[config.mk]
export PLATFORM = sky130hd
export DESIGN_NAME = pci_cfg_target
export DESIGN_NICKNAME = d
export VERILOG_FILES = /design/src/rtl/pci_cfg_target.sv
export SDC_FILE = /design/constraint.sdc
export NUM_CORES = 1
export LEC_CHECK = 0
export BUFFER_PORTS_ARGS = -buffer_cell sky130_fd_sc_hd__buf_4
export CAP_MARGIN = 10
export CORE_AREA = 2 2 338 340
export CTS_CLUSTER_SIZE = 24
export DETAILED_ROUTE_END_ITERATION = 8
export DIE_AREA = 0 0 340 342
export PLACE_DENSITY = 0.49
export SYNTH_ARGS = -nofsm -noshare
export SYNTH_HDL_FRONTEND = slang
export SYNTH_SLANG_ARGS = --single-unit
[constraint.sdc]
create_clock -name pci_clk -period 5.45 [get_ports pci_clk]
set_clock_uncertainty 0.2 [all_clocks]
set_input_delay 0 -clock pci_clk [delete_from_list [all_inputs] [get_ports pci_clk]]
set_output_delay 0 -clock pci_clk [all_outputs]
set_load 0.005 [all_outputs]
[src/rtl/pci_cfg_target.sv]
// Simplified PCI configuration-space target: claims config read/write cycles,
// inserts programmable wait states and completes a single data phase.
//
// state | meaning
// IDLE  | waiting for an address phase (pci_frame low)
// WAIT  | claimed, devsel asserted, counting down wait states
// DATA  | trdy asserted, waiting for pci_irdy to complete the transfer
// TAR   | outputs released for one turnaround cycle
// DRAIN | waiting for pci_frame high before accepting a new address phase
module pci_cfg_target #(
  parameter logic [15:0] VENDOR_ID   = 16'h1234,
  parameter logic [15:0] DEVICE_ID   = 16'h5678,
  parameter int unsigned WAIT_CYCLES = 1
) (
  input  logic        pci_clk,
  input  logic        pci_rst_n,
  input  logic        pci_frame,
  input  logic        pci_irdy,
  input  logic [31:0] pci_addr,
  input  logic [3:0]  pci_cbe,
  input  logic [31:0] pci_wdata,
  output logic [31:0] pci_data,
  output logic        pci_trdy,
  output logic        pci_devsel
);

  localparam logic [3:0] CMD_READ  = 4'h1;
  localparam logic [3:0] CMD_WRITE = 4'h2;
  localparam logic [2:0] WAIT_INIT = 3'(WAIT_CYCLES);

  typedef enum logic [2:0] {
    S_IDLE,
    S_WAIT,
    S_DATA,
    S_TAR,
    S_DRAIN
  } state_t;

  state_t      state;
  logic [5:0]  addr_q;
  logic        is_write;
  logic [2:0]  wcnt;
  logic [31:0] counter;
  // Entries 0 and 15 are never written; those dwords come from the ID and counter.
  logic [31:0] regs [16];

  logic [5:0]  rd_idx;
  logic        rd_is_write;
  logic [31:0] rd_val;
  logic        claim;
  logic        wr_ok;
  logic        unused_addr;

  assign unused_addr = ^{pci_addr[31:8], pci_addr[1:0]};
  assign claim = (pci_cbe == CMD_READ) || (pci_cbe == CMD_WRITE);
  assign wr_ok = is_write && (addr_q[5:4] == 2'b00) &&
                 (addr_q[3:0] != 4'd0) && (addr_q[3:0] != 4'd15);

  // With zero wait states the read value is needed before addr_q is loaded.
  always_comb begin
    rd_idx      = (state == S_IDLE) ? pci_addr[7:2] : addr_q;
    rd_is_write = (state == S_IDLE) ? (pci_cbe == CMD_WRITE) : is_write;
    rd_val      = '0;
    if (!rd_is_write && (rd_idx[5:4] == 2'b00)) begin
      case (rd_idx[3:0])
        4'd0:    rd_val = {DEVICE_ID, VENDOR_ID};
        4'd15:   rd_val = counter;
        default: rd_val = regs[rd_idx[3:0]];
      endcase
    end
  end

  always_ff @(posedge pci_clk or negedge pci_rst_n) begin
    if (!pci_rst_n) begin
      state      <= S_IDLE;
      addr_q     <= '0;
      is_write   <= 1'b0;
      wcnt       <= '0;
      counter    <= '0;
      pci_trdy   <= 1'b1;
      pci_devsel <= 1'b1;
      pci_data   <= '0;
      for (int i = 0; i < 16; i++) regs[i] <= '0;
    end else begin
      case (state)
        S_IDLE: begin
          if (!pci_frame) begin
            addr_q   <= pci_addr[7:2];
            is_write <= (pci_cbe == CMD_WRITE);
            if (claim) begin
              pci_devsel <= 1'b0;
              if (WAIT_INIT == 3'd0) begin
                pci_trdy <= 1'b0;
                pci_data <= rd_val;
                state    <= S_DATA;
              end else begin
                wcnt  <= WAIT_INIT;
                state <= S_WAIT;
              end
            end else begin
              state <= S_DRAIN;
            end
          end
        end
        S_WAIT: begin
          if (wcnt <= 3'd1) begin
            wcnt     <= '0;
            pci_trdy <= 1'b0;
            pci_data <= rd_val;
            state    <= S_DATA;
          end else begin
            wcnt <= wcnt - 3'd1;
          end
        end
        S_DATA: begin
          if (!pci_irdy) begin
            if (wr_ok) begin
              for (int b = 0; b < 4; b++) begin
                if (!pci_cbe[b]) regs[addr_q[3:0]][8*b +: 8] <= pci_wdata[8*b +: 8];
              end
            end
            counter    <= counter + 32'd1;
            pci_trdy   <= 1'b1;
            pci_devsel <= 1'b1;
            pci_data   <= '0;
            state      <= S_TAR;
          end
        end
        S_TAR: begin
          state <= S_DRAIN;
        end
        S_DRAIN: begin
          if (pci_frame) state <= S_IDLE;
        end
        default: begin
          state <= S_IDLE;
        end
      endcase
    end
  end

endmodule

; ---- Yosys cells after proc, flatten, opt, wreduce, memory -nomap -nowiden
; Cells that the tools add are included.
[word_totals]
wordCells = 120
in_bits = 72
regBits = 591
[classes]
addsub = 2
n_bitwise = 4
n_eq_ne = 13
reduce_logical = 22
magnitude_cmp = 4
muxes = 51
[ops]
columns = operator, n
row1 = 2-to-1 mux 512 bit, 13
row2 = bitwise mux 512 bit, 4
row3 = demux 32 bit (select 4 bit), 4
row4 = 2-to-1 mux 32 bit, 6
row5 = binary-select mux 32 bit (select 4 bit), 1
row6 = case mux 32 bit (2 select lines), 2
row7 = adder 32 x 1 -> 32 bit (second input constant), 1
row8 = 2-to-1 mux 24 bit, 1
row9 = 2-to-1 mux 3 bit, 8
row10 = 2-to-1 mux 16 bit, 1
row11 = case mux 3 bit (5 select lines), 1
row12 = >= comparator 5 bit (second input constant), 2
row13 = != test 2 bit (second input constant), 5
row14 = inverter 4 -> 5 bit, 2
row15 = AND reduction 3 bit, 3
row16 = 2-to-1 mux 8 bit, 1
row17 = AND reduction 4 bit, 2
row18 = == test 3 x 2 -> 1 bit (second input constant), 2
row19 = 2-to-1 mux 6 bit, 1
row20 = case mux 3 bit (2 select lines), 1
row21 = nonzero test 2 bit, 3
row22 = logical AND 1 bit, 5
row23 = less-than comparator 5 x 1 -> 1 bit (second input constant), 1
row24 = 2-to-1 mux 1 bit, 5
row25 = other kinds (17), 21

; ---- Longest topological paths before layout
; Gate-level depths: netlist of the first run.
[depth]
ltp_word = 22
ltp_mapped = 10

; ---- Least setup slack after synthesis of the first run
; Ideal clock, no wire load.
[synth_path]
path_kind = register to register
startpoint = reg state[0]
endpoint = reg regs[256] (netlist name)
required_ns = 5.125
n_path_buf = 3
period_less_slack_ns = 2.587
path_slack_ns = 2.863
t_arrival_ns = 2.262
path_stages_with_launch = 9
cell_sequence = dfrtp_1 > buf_2 > nor4b_4 > nand4_2 > or2_1 > buf_6 > buf_12 > nor2_8 > mux2_4
[synth_between]
elab_chain_len = 2
[synth_rtl]
columns = item, line
row1 = "start, declared", 39  ; state_t state;
row2 = "start signal, assigned", 75  ; state <= S_IDLE;
row3 = "start signal, assigned", 95  ; state <= S_DATA;
row4 = "start signal, assigned", 98  ; state <= S_WAIT;
row5 = == test 3 x 2 -> 1 bit, 85  ; case (state)
row6 = AND reduction 3 bit (no source line), n/a
row7 = "end signal, assigned by index", 119  ; if (!pci_cbe[b]) regs[addr_q[3:0]][8*b +: 8] <= pci_wdata[8*b +: 8];
row8 = "end, declared", 45  ; logic [31:0] regs [16];
; Every way passes these cells.
; A chain may end at the register's enable or synchronous reset.

; ---- Worst setup path after layout of the first run
[layout_path]
startpoint = reg state[2]
endpoint = reg pci_data[25]
[layout_between]
elab_chain_len = 10
word_cells_on_any_way = 22
cone_classes = 5 x eq/ne / 9 x mux / 1 x bitwise / 7 x reduce/logical
[layout_rtl]
columns = item, line
row1 = zero test 3 bit, "61, 62"
row2 = 2-to-1 mux 6 bit, 61  ; rd_idx = (state == S_IDLE) ? pci_addr[7:2] : addr_q;
row3 = inverter 4 -> 5 bit (not written as such), 68  ; default: rd_val = regs[rd_idx[3:0]];
row4 = binary-select mux 32 bit (select 4 bit), 68
row5 = 2-to-1 mux 32 bit (not written as such) (2 in series), 68
row6 = case mux 32 bit (2 select lines), 65  ; case (rd_idx[3:0])
row7 = 2-to-1 mux 32 bit, 64  ; if (!rd_is_write && (rd_idx[5:4] == 2'b00)) begin
row8 = 2-to-1 mux 32 bit, 106  ; if (wcnt <= 3'd1) begin
row9 = case mux 32 bit (2 select lines), 85
row10 = "end signal, assigned", 94  ; pci_data <= rd_val;
row11 = "end signal, assigned", 109  ; pci_data <= rd_val;
row12 = "end, declared", 22  ; output logic [31:0] pci_data,
; Parallel ways exist; a longest one is shown, timed or not. The select of a mux whose other input is x is not followed.

==> flow_summary.toml, run 1 <==
[worst_hold_path]
hp-class = "in -> reg"

[synth]
yosysSeqAreaShare_pct = 52.0
syn_area_um2 = 28000
synth_cells = 2175
yosys.area_share.xor_xnor_pct = 1.00
synthMuxAreaShare_pct = 25.9
ys_ff_latch = 582
ys_types = 65
synth_area_leaders = "dfrtp_1 (52%), mux2_2 (13%), mux2_4 (7.3%), mux2i_1 (5.3%), nor2_8 (2.9%)"
syn_area_per_cell_um2 = 12.9
synth-compound-area-share_pct = 7.34
yosys.area.top_type = "dfrtp_1"
synth_edf_count = 0
syn_nets = 2250
synth-simple-area-share_pct = 10.4
synth_top_family_by_area = "multiplexers"
synth_fa_ha_area_share_pct = 0.134
ys_warn_count = 0
async_reset_ff_share_pct = 100
synth_top_area_share_pct = 51.8
synthFlopType = "dfrtp_1"

[floorplan]
die_h_um = 342
dieArea_um2 = 116000
die_w_um = 340
initial_core_util_pct = 24.8
boundaryPins = 106
std_cell_rows = 124
core-area_um2 = 113000

[layout]
synthToLayoutAreaGrowth_pct = 16.9
fin_nets = 2304
final_cell_mix = "dfrtp_1 (580), mux2_2 (329), mux2i_1 (147)"
fill_cells = 11400
final_common_cell = "dfrtp_1"
finalInstanceArea_um2 = 32700
drive_gt1_share_pct = 34.1

[timing]
finalMaxSlewViolations = 0
hold_viol = 0
fin_tns_setup_ns = 0
worstMarginPinSlew_ns = 1.24
rsz0062_at_grt = "no"
min_period_ns = 4.37
min_period_over_period_pct = 80.1
fmaxAchievable_mhz = 229
maxSlewHeadroom_pct = 16.9
setup_viol_count_final = 0

[clock_network]
clock_sinks = 582
cts_tree = "yes"
htreeDepth = 3
clock_latency_ns = 0.62
cts_max_path_buffers = 3
clk_pin_slew_ns = 0.06
cts_root_buffer = "clkbuf_16"
cts_inserted_buffers = 68

[setup_path]
cp-start-kind = "register"
critical_path.cell_chain = "or4b_2 -> nand2_8 -> buf_12 -> nand2_1 -> o22ai_1 -> nor4_1 -> o21ai_1"
end_kind = "register"
crit_required_ns = 5.71
max_stage_delay_ns = 0.86
critPathKind = "reg -> reg"
slowest_stage = "or4b_2"
crit_fanout = 59
crit_arrival_ns = 4.62

[pwr]
power_density_nw_per_um2 = 367
finalPower_uw = 12000
ir_drop_uv = 278
leakagePower_uw = 0.0160

[detailed_routing]
postRouteAntennaNets = 0
firstDrtPassIters = 8
drc = 0
routedWlPerCell_um = 22.4
drtIter0Drc = 1414
dr_total_vias = 18200
wirelength_um = 84900
viasPerCell = 4.79

[global_route]
grt_usage_pct = 14.5
antenna_found_initial = 10
gr-total-overflow = 0
grt_max_degree = 164
grt_pass1_wl_um = 127000
grt_pass1_vias = 19000

[place]
io_buffers = 79
dpl_cell_area_um2 = 30000
dp_hpwl_um = 55300
finalWeightedCongestion = 0.782

[flow_run]
drv_cap = 0

[run_status]
status = "finished, final reports clean"
final timing paths:
check / startpoint / endpoint / slack [ns] / depth (start not counted)
worst min register to register: regs[489]$_DFFE_PN0P_ / regs[489]$_DFFE_PN0P_ / 0.17 / 0
max in group asynchronous: pci_rst_n / regs[165]$_DFFE_PN0P_ / 3.76 / 4
worst max register to register: state[2]$_DFFE_PN0P_ / pci_data[25]$_DFFE_PN0P_ / 1.08 / 7
worst min-delay path: pci_irdy / counter[0]$_DFFE_PN0P_ / 0.11 / 4
worst max-delay path: state[2]$_DFFE_PN0P_ / pci_data[25]$_DFFE_PN0P_ / 1.08 / 7
min in group asynchronous: pci_rst_n / regs[424]$_DFFE_PN0P_ / 0.49 / 4
layer usage:
layer  routed length, µm  global-route usage, %  part of all wire (%)
met5                  85                      0                  0.10
met4                2370                   4.89                   2.8
met2               39300                   23.2                    46
met1               39200                   19.7                    46
met3                3970                   2.43                   4.7
worst max-delay path, delay by kind of cell (launching register included):
kind,cells,cell delay [ns]
AND/OR/NAND/NOR,4,2.55
AO/OA/AOI/OAI,2,0.29
flip-flops,1,0.71
buffers and inverters,1,0.39
synthesized netlist by cell type (all sizes together), types with 26 or more instances:
cell type and number:
mux2 466, and3 87, nand2 119, a211oi 79, buf 54, clkbuf 140, nor2 99, nand3 44
o22ai 58, a21oi 26, dfrtp 580, mux2i 148, o21ai 77
flip-flops by register name, indices dropped and copies added (netlist names):
signal and count:
addr_q 6, counter 32, is_write 1, pci_data 32, pci_devsel 1, pci_trdy 1, regs 503, state 3
wcnt 3
layout make-up:
cell class / instances / area (µm²) / area share, %
sequential: 582 / 14600 / 44.5
multi-input combinational: 1394 / 12600 / 38.4
clock buffer: 97 / 1960 / 5.99
tap: 1512 / 1890 / 5.78
timing repair buffer: 178 / 1570 / 4.81
clock inverter: 25 / 158 / 0.482
inverter: 5 / 18.8 / 0.0573
antenna: 2 / 5.00 / 0.0153
power by group:
part	total [µW]	internal, µW	switching, µW
Combinational	3010	872	2140
Clock	4380	2510	1860
Sequential	4600	4440	167
Total	12000	7820	4170
logic make-up after synthesis:
logic type	Yosys count
AOI/OAI and AO/OA	306
xor gates and xnor gates	32
adders and majority gates	3
buffers and inverters	199
DFF	582
muxes	614
and+or+nand+nor	439
timing repair:
action | 4_1_cts | 5_1_grt
buffers inserted | 0 | 0
hold endpoints to repair | 610 | 0
hold buffers | 55 | 0
resized for setup | 0 | 0
stage by stage:
stage	std cells	util [%]	hold WS, ns	setup WS, ns
after floorplan	2175	-	-0.496	2.86
final	3795	28.9	0.107	1.08
after detailed placement	3616	26.6	-0.0507	1.18
after global placement	3616	26.6	-0.0712	1.27
after global routing	3794	28.9	0.115	0.968
after CTS	3793	28.9	0.0569	1.15
Note: power is estimated with default switching activity, not from simulation.
==> run 2: changes to the inputs <==
--- a/config.mk
+++ b/config.mk
@@ -11,7 +11,7 @@
 export CTS_CLUSTER_SIZE = 24
 export DETAILED_ROUTE_END_ITERATION = 8
 export DIE_AREA = 0 0 340 342
-export PLACE_DENSITY = 0.49
+export PLACE_DENSITY = 0.5
 export SYNTH_ARGS = -nofsm -noshare
 export SYNTH_HDL_FRONTEND = slang
 export SYNTH_SLANG_ARGS = --single-unit
==> constraint.sdc (replaced) <==
create_clock -name pci_clk -period 3.83 [get_ports pci_clk]
set_clock_uncertainty 0.2 [all_clocks]
set_input_delay 0 -clock pci_clk [delete_from_list [all_inputs] [get_ports pci_clk]]
set_output_delay 0 -clock pci_clk [all_outputs]
set_load 0.005 [all_outputs]
==> run 2 against run 1 <==
Net effect: clock power increased by 44%; clock-buffer cell count increased by 3; die area did not move; utilization increased by 0.37 points; sequential power rose by 42%; fmax rose by 27%; design area grew 1.3%; setup slack worse by 0.69 ns; sequential share of layout area down 0.55 points; critical endpoint is now pci_data[11]$_DFFE_PN0P_; largest power group unchanged; highest routed layer unchanged.
==> flow_summary.toml, run 2 (same netlist as run 1, synthesis figures left out) <==
[place]
dp_hpwl_um = 56700
io_buffers = 79
finalWeightedCongestion = 0.826
dp_cells = 3657

[detailed_routing]
drc = 0
firstDrtPassIters = 5
drtIter0Drc = 1326
routedWlPerCell_um = 21.9
dr_total_vias = 18000
postRouteAntennaNets = 0
viasPerCell = 4.70
wirelength_um = 83900

[worst_hold_path]
holdPathStages = 3
hp-class = "in -> reg"
min_from = "pci_wdata[24]"
holdPathEnd = "regs[184]$_DFFE_PN0P_"

[layout]
finalNonFillerCells = 3835
fin_nets = 2342
seqCellArea_um2 = 14600
largest_reg_flops = 503
largest_register = "regs"
synthToLayoutAreaGrowth_pct = 18.4
reg_top3 = "regs (503), counter (32), pci_data (32)"
drive_gt1_share_pct = 34.9
fill_cells = 11400
final_common_cell = "dfrtp_1"
multiInputGateArea_um2 = 12500
fin_util_pct = 29.3
final_cell_mix = "dfrtp_1 (580), mux2_2 (329), buf_4 (150)"

[floorplan]
boundaryPins = 106
dieArea_um2 = 116000
initial_core_util_pct = 24.8
die_w_um = 340
std_cell_rows = 124
core-area_um2 = 113000
die_h_um = 342

[setup_path]
max_stage_delay_ns = 0.67
critical_path.cell_chain = "or4b_1 -> and2_2 -> buf_12 -> nand2_1 -> buf_4 -> o22ai_1 -> nor4_1 -> buf_4 -> o21ai_1"
cp-start-kind = "register"
crit_arrival_ns = 3.73
rr_worst_depth = 9
cp_common_cell = "buf_4"
r2r_slack_ns = 0.39
crit_required_ns = 4.12
slowest_stage = "or4b_1"
critPathKind = "reg -> reg"
end_kind = "register"
r2r-end = "pci_data[11]$_DFFE_PN0P_"
regToRegStartpoint = "state[0]$_DFFE_PN0P_"
crit_fanout = 29

[timing]
hold_viol = 0
finalMaxSlewViolations = 0
setup_viol_count_final = 0
min_period_over_period_pct = 89.8
fmaxAchievable_mhz = 291
worstMarginPinSlew_ns = 0.936
maxSlewHeadroom_pct = 37.4
rsz0062_at_grt = "no"
min_period_ns = 3.44
fin_tns_setup_ns = 0

[clock_network]
cts_root_buffer = "clkbuf_16"
clock_sinks = 582
clock_latency_ns = 0.62
cts_tree = "yes"
cts_inserted_buffers = 66
htreeDepth = 3
cts_max_path_buffers = 3
clk_pin_slew_ns = 0.06
post_cts_buffers = 0

[global_route]
gr-total-overflow = 0
grt_max_degree = 120
grt_pass1_wl_um = 128000
grt_usage_pct = 14.5
antenna_found_initial = 7
grt_pass1_vias = 19100

[run_status]
status = "finished, final reports clean"

[pwr]
power_density_nw_per_um2 = 524
ir_drop_uv = 318
finalPower_uw = 17400
leakagePower_uw = 0.0162

[flow_run]
drv_cap = 0
## run 2: stage by stage
step / setup slack (ns) / instance area [µm²] / hold slack [ns]
after floorplan: 1.24 / 28000 / -0.496
after global placement: 0.228 / 30400 / -0.0631
after detailed placement: 0.441 / 30400 / -0.0524
after CTS: 0.409 / 33100 / 0.0798
after global routing: 0.258 / 33100 / 0.106
final: 0.392 / 33100 / 0.105
## run 2: layout make-up
| type | count | area share [%] |
|---|---|---|
| Antenna cell | 2 | 0.0151 |
| Clock buffer | 100 | 5.86 |
| Clock inverter | 22 | 0.638 |
| Inverter | 5 | 0.0566 |
| Multi-Input combinational cell | 1394 | 37.9 |
| Sequential cell | 582 | 44.0 |
| Tap cell | 1512 | 5.71 |
| Timing Repair Buffer | 218 | 5.91 |
## run 2: worst max path at each step
stage                     cells past startpoint            startpoint                       end  slack, ns
final                                         9  state[0]$_DFFE_PN0P_  pci_data[11]$_DFFE_PN0P_       0.39
after global routing                          9  state[0]$_DFFE_PN0P_  pci_data[11]$_DFFE_PN0P_       0.26
after CTS                                     9  state[0]$_DFFE_PN0P_  pci_data[11]$_DFFE_PN0P_       0.41
after detailed placement                      9  state[0]$_DFFE_PN0P_  pci_data[11]$_DFFE_PN0P_       0.44
after global placement                        6  state[0]$_DFFE_PN0P_  pci_data[18]$_DFFE_PN0P_       0.23
after floorplan                               8  state[0]$_DFFE_PN0P_     regs[256]$_DFFE_PN0P_       1.24
## run 2: worst max-delay path: cells and delay by family (launching register included)
kind | cells | cell delay [ns]
AND/OR/NAND/NOR | 4 | 1.53
buffers and inverters | 3 | 0.78
flip-flops | 1 | 0.57
AO/OA/AOI/OAI | 2 | 0.21
## run 2: metal layers
metal,GRT usage (%),vias to the layer above,wire (µm)
met4,4.14,6,1820
met1,19.9,9399,38700
met3,2.27,124,3820
met2,23.6,422,39600
met5,0,-,44
li1,-,8076,-
## run 2: timing repair
item                       4_1_cts  5_1_grt
resized for setup                0        0
setup endpoints to repair        0        0
hold endpoints to repair       889        0
hold buffers                    54        0
## run 2: where the power goes
group	internal, µW	total (µW)	switching, µW
clock	3660	6310	2650
combinational	1420	4500	3080
sequential	6320	6550	237
==> run 3: changes to the inputs <==
--- a/config.mk
+++ b/config.mk
@@ -5,12 +5,13 @@
 export SDC_FILE = /design/constraint.sdc
 export NUM_CORES = 1
 export LEC_CHECK = 0
+export ABC_AREA = 1
 export BUFFER_PORTS_ARGS = -buffer_cell sky130_fd_sc_hd__buf_4
 export CAP_MARGIN = 10
-export CORE_AREA = 2 2 338 340
+export CORE_AREA = 2 2 336 338
 export CTS_CLUSTER_SIZE = 24
 export DETAILED_ROUTE_END_ITERATION = 8
-export DIE_AREA = 0 0 340 342
+export DIE_AREA = 0 0 338 340
 export PLACE_DENSITY = 0.5
 export SYNTH_ARGS = -nofsm -noshare
 export SYNTH_HDL_FRONTEND = slang
==> run 3 against run 2 <==
Net effect: hold slack worse by 0.036 ns; setup slack better by 0.13 ns; first-iteration DRC count is 54% higher; sequential share of layout area is 2.5 points higher; critical path depth is 4 higher; largest power group is now combinational logic; synthesized area is 1.3% lower; utilization is 0.76 points lower.
==> flow_summary.toml, run 3 <==
[run_status]
status = "finished, final reports clean"

[setup_path]
crit_start = "state[1]$_DFFE_PN0P_"
cp-start-kind = "register"
regToRegStartpoint = "state[1]$_DFFE_PN0P_"
critPathKind = "reg -> reg"
end_kind = "register"
crit_required_ns = 4.21
crit_fanout = 165
crit_arrival_ns = 3.69

[clock_network]
clk_pin_slew_ns = 0.06
htreeDepth = 2
post_cts_buffers = 0
cts_max_path_buffers = 3
cts_root_buffer = "clkbuf_16"
cts_resized = 0
cts_tree = "yes"
hold_buffers = 62
cts_inserted_buffers = 59
clock_latency_ns = 0.66
clock_sinks = 591

[pwr]
switching_power_uw = 10400
power_density_nw_per_um2 = 727
p_clk_share_pct = 26.3
pwr-share-seq_pct = 29.6
p_sw_share_pct = 44.7
leakagePower_uw = 0.0148
p_comb_share_pct = 44.1
ir_drop_uv = 1010
p_int_uw = 12800

[detailed_routing]
firstDrtPassIters = 5
drtIter0Drc = 2047
wl_met1_um = 41500
met3WireLength_um = 4820
drc = 0
dr_total_vias = 22400
routedWlPerCell_um = 18.0
wirelength_um = 87900
topRoutingLayerUsed = "met4"
wl_met2_um = 39800
viasPerCell = 4.58
postRouteAntennaNets = 0

[timing]
setup_viol_count_final = 0
finalMaxSlewViolations = 0
worstMarginPinSlew_ns = 1.12
fin_ws_ns = 0.517
min_period_ns = 3.31
hold_viol = 0
maxSlewHeadroom_pct = 25.6
min_period_over_period_pct = 86.5
fmaxAchievable_mhz = 302
rsz0062_at_grt = "no"
fin_tns_setup_ns = 0

[layout]
synthToLayoutAreaGrowth_pct = 15.2
fin_util_pct = 28.5
largest_register = "regs"
final_cell_mix = "nand2_1 (1,199), dfrtp_1 (589), nand3_1 (469)"
drive_gt1_share_pct = 8.86
antenna_cells = 0
fin_nets = 3410
reg_top3 = "regs (512), counter (32), pci_data (32)"
final_common_cell = "nand2_1"
largest_reg_flops = 512
finalNonFillerCells = 4886

[global_route]
gr-total-overflow = 0
grt_pass1_vias = 21800
grt_usage_pct = 15.3
grt_max_degree = 166
antenna_found_initial = 0
grt_pass1_wl_um = 137000

[synth]
synth_edf_count = 0
synth_most_common_cell = "nand2_1"
ys_warn_count = 0
yosys.area.top_type = "dfrtp_1"
synth_top_area_share_pct = 53.3
syn_area_um2 = 27600
yosysSeqAreaShare_pct = 53.5
synth_area_leaders = "dfrtp_1 (53%), nand2_1 (16%), nand3_1 (8.5%), o21ai_0 (7.5%), clkbuf_1 (2.1%)"
ys_types = 40
syn_area_per_cell_um2 = 8.22
async_reset_ff_share_pct = 100
synthFlopType = "dfrtp_1"
synth_cells = 3364
syn_nets = 3439
ys_top_cells_by_count = "nand2_1 (1,201), dfrtp_1 (589), nand3_1 (470)"
ys_ff_latch = 591

[place]
finalWeightedCongestion = 0.834
dp_hpwl_um = 52500
post-place-ws_ns = 0.657
io_buffers = 79
dp_cells = 4712

[floorplan]
core-area_um2 = 112000
boundaryPins = 106
dieArea_um2 = 115000
initial_core_util_pct = 24.8
std_cell_rows = 123
die_h_um = 340
die_w_um = 338

[flow_run]
drv_cap = 0

[worst_hold_path]
min_from = "pci_frame"
hp-class = "in -> reg"
==> run 3: final timing paths <==
check / end / slack, ns / depth (start not counted)
worst max-delay path: pci_data[10]$_DFFE_PN0P_ / 0.52 / 13
worst min-delay path: state[2]$_DFFE_PN0P_ / 0.07 / 5
worst max register to register: pci_data[10]$_DFFE_PN0P_ / 0.52 / 13
worst min register to register: regs[9]$_DFFE_PN0P_ / 0.18 / 0
max in group asynchronous: regs[1]$_DFFE_PN0P_ / 2.49 / 4
min in group asynchronous: pci_trdy$_DFFE_PN1P_ / 0.45 / 3
==> run 3: cell families (layout without fill, tap and decap cells) <==
kind of cell | Yosys count | in the layout | share of synthesized area, %
adders and majority gates | 3 | 3 | 0.136
buffers and inverters | 371 | 393 | 6.78
DFF | 591 | 591 | 53.5
AOI/OAI and AO/OA | 527 | 527 | 9.84
and+or+nand+nor | 1843 | 1843 | 28.8
xor gates and xnor gates | 29 | 29 | 0.919
==> run 3: power by group through the flow <==
stage / logic [µW] / registers (µW) / clock network [µW]
after floorplan: 6130 / 6890 / 0
after global placement: 10100 / 6960 / 0
after global routing: 11100 / 6890 / 6470
after CTS: 10200 / 6850 / 6220
final: 10200 / 6850 / 6100
after detailed placement: 10100 / 6960 / 0
==> run 3: area by class of cell <==
cell class / count / area [µm²]
tap: 1500 / 1880
timing repair buffer: 188 / 1750
inverter: 93 / 349
clock inverter: 25 / 268
sequential: 591 / 14800
clock buffer: 87 / 1740
multi-input combinational: 2402 / 11100
fill: 12000 / 79700
==> run 3: per-layer routing <==
metal  vias up  GRT usage [%]
met1     10900           21.7
met5         -              0
met2       541           24.4
met3       108           2.27
li1      10800              -
met4         0           3.57
==> run 3: critical path, cell delays in order (launching register included) <==
cell      delay (ns)
dfrtp_1         0.45
nor2_4          0.09
nand2_4         0.21
nand2_1         0.15
nand2_4         0.18
buf_12          0.65
nand2_1         0.11
nand3_1         0.13
nand2_1         0.11
nand2_1         0.10
nand2_1         0.06
o21bai_1        0.48
nand2_1         0.12
nand2_1         0.08
==> run 3: through the flow <==
step | cell area, µm² | total power, µW | hold slack (ns)
after floorplan | 27600 | 13000 | -0.496
after CTS | 31800 | 23300 | 0.0373
after global routing | 31800 | 24400 | 0.0789
final | 31800 | 23200 | 0.0690
after global placement | 29200 | 17100 | -0.0551
after detailed placement | 29200 | 17000 | -0.0553
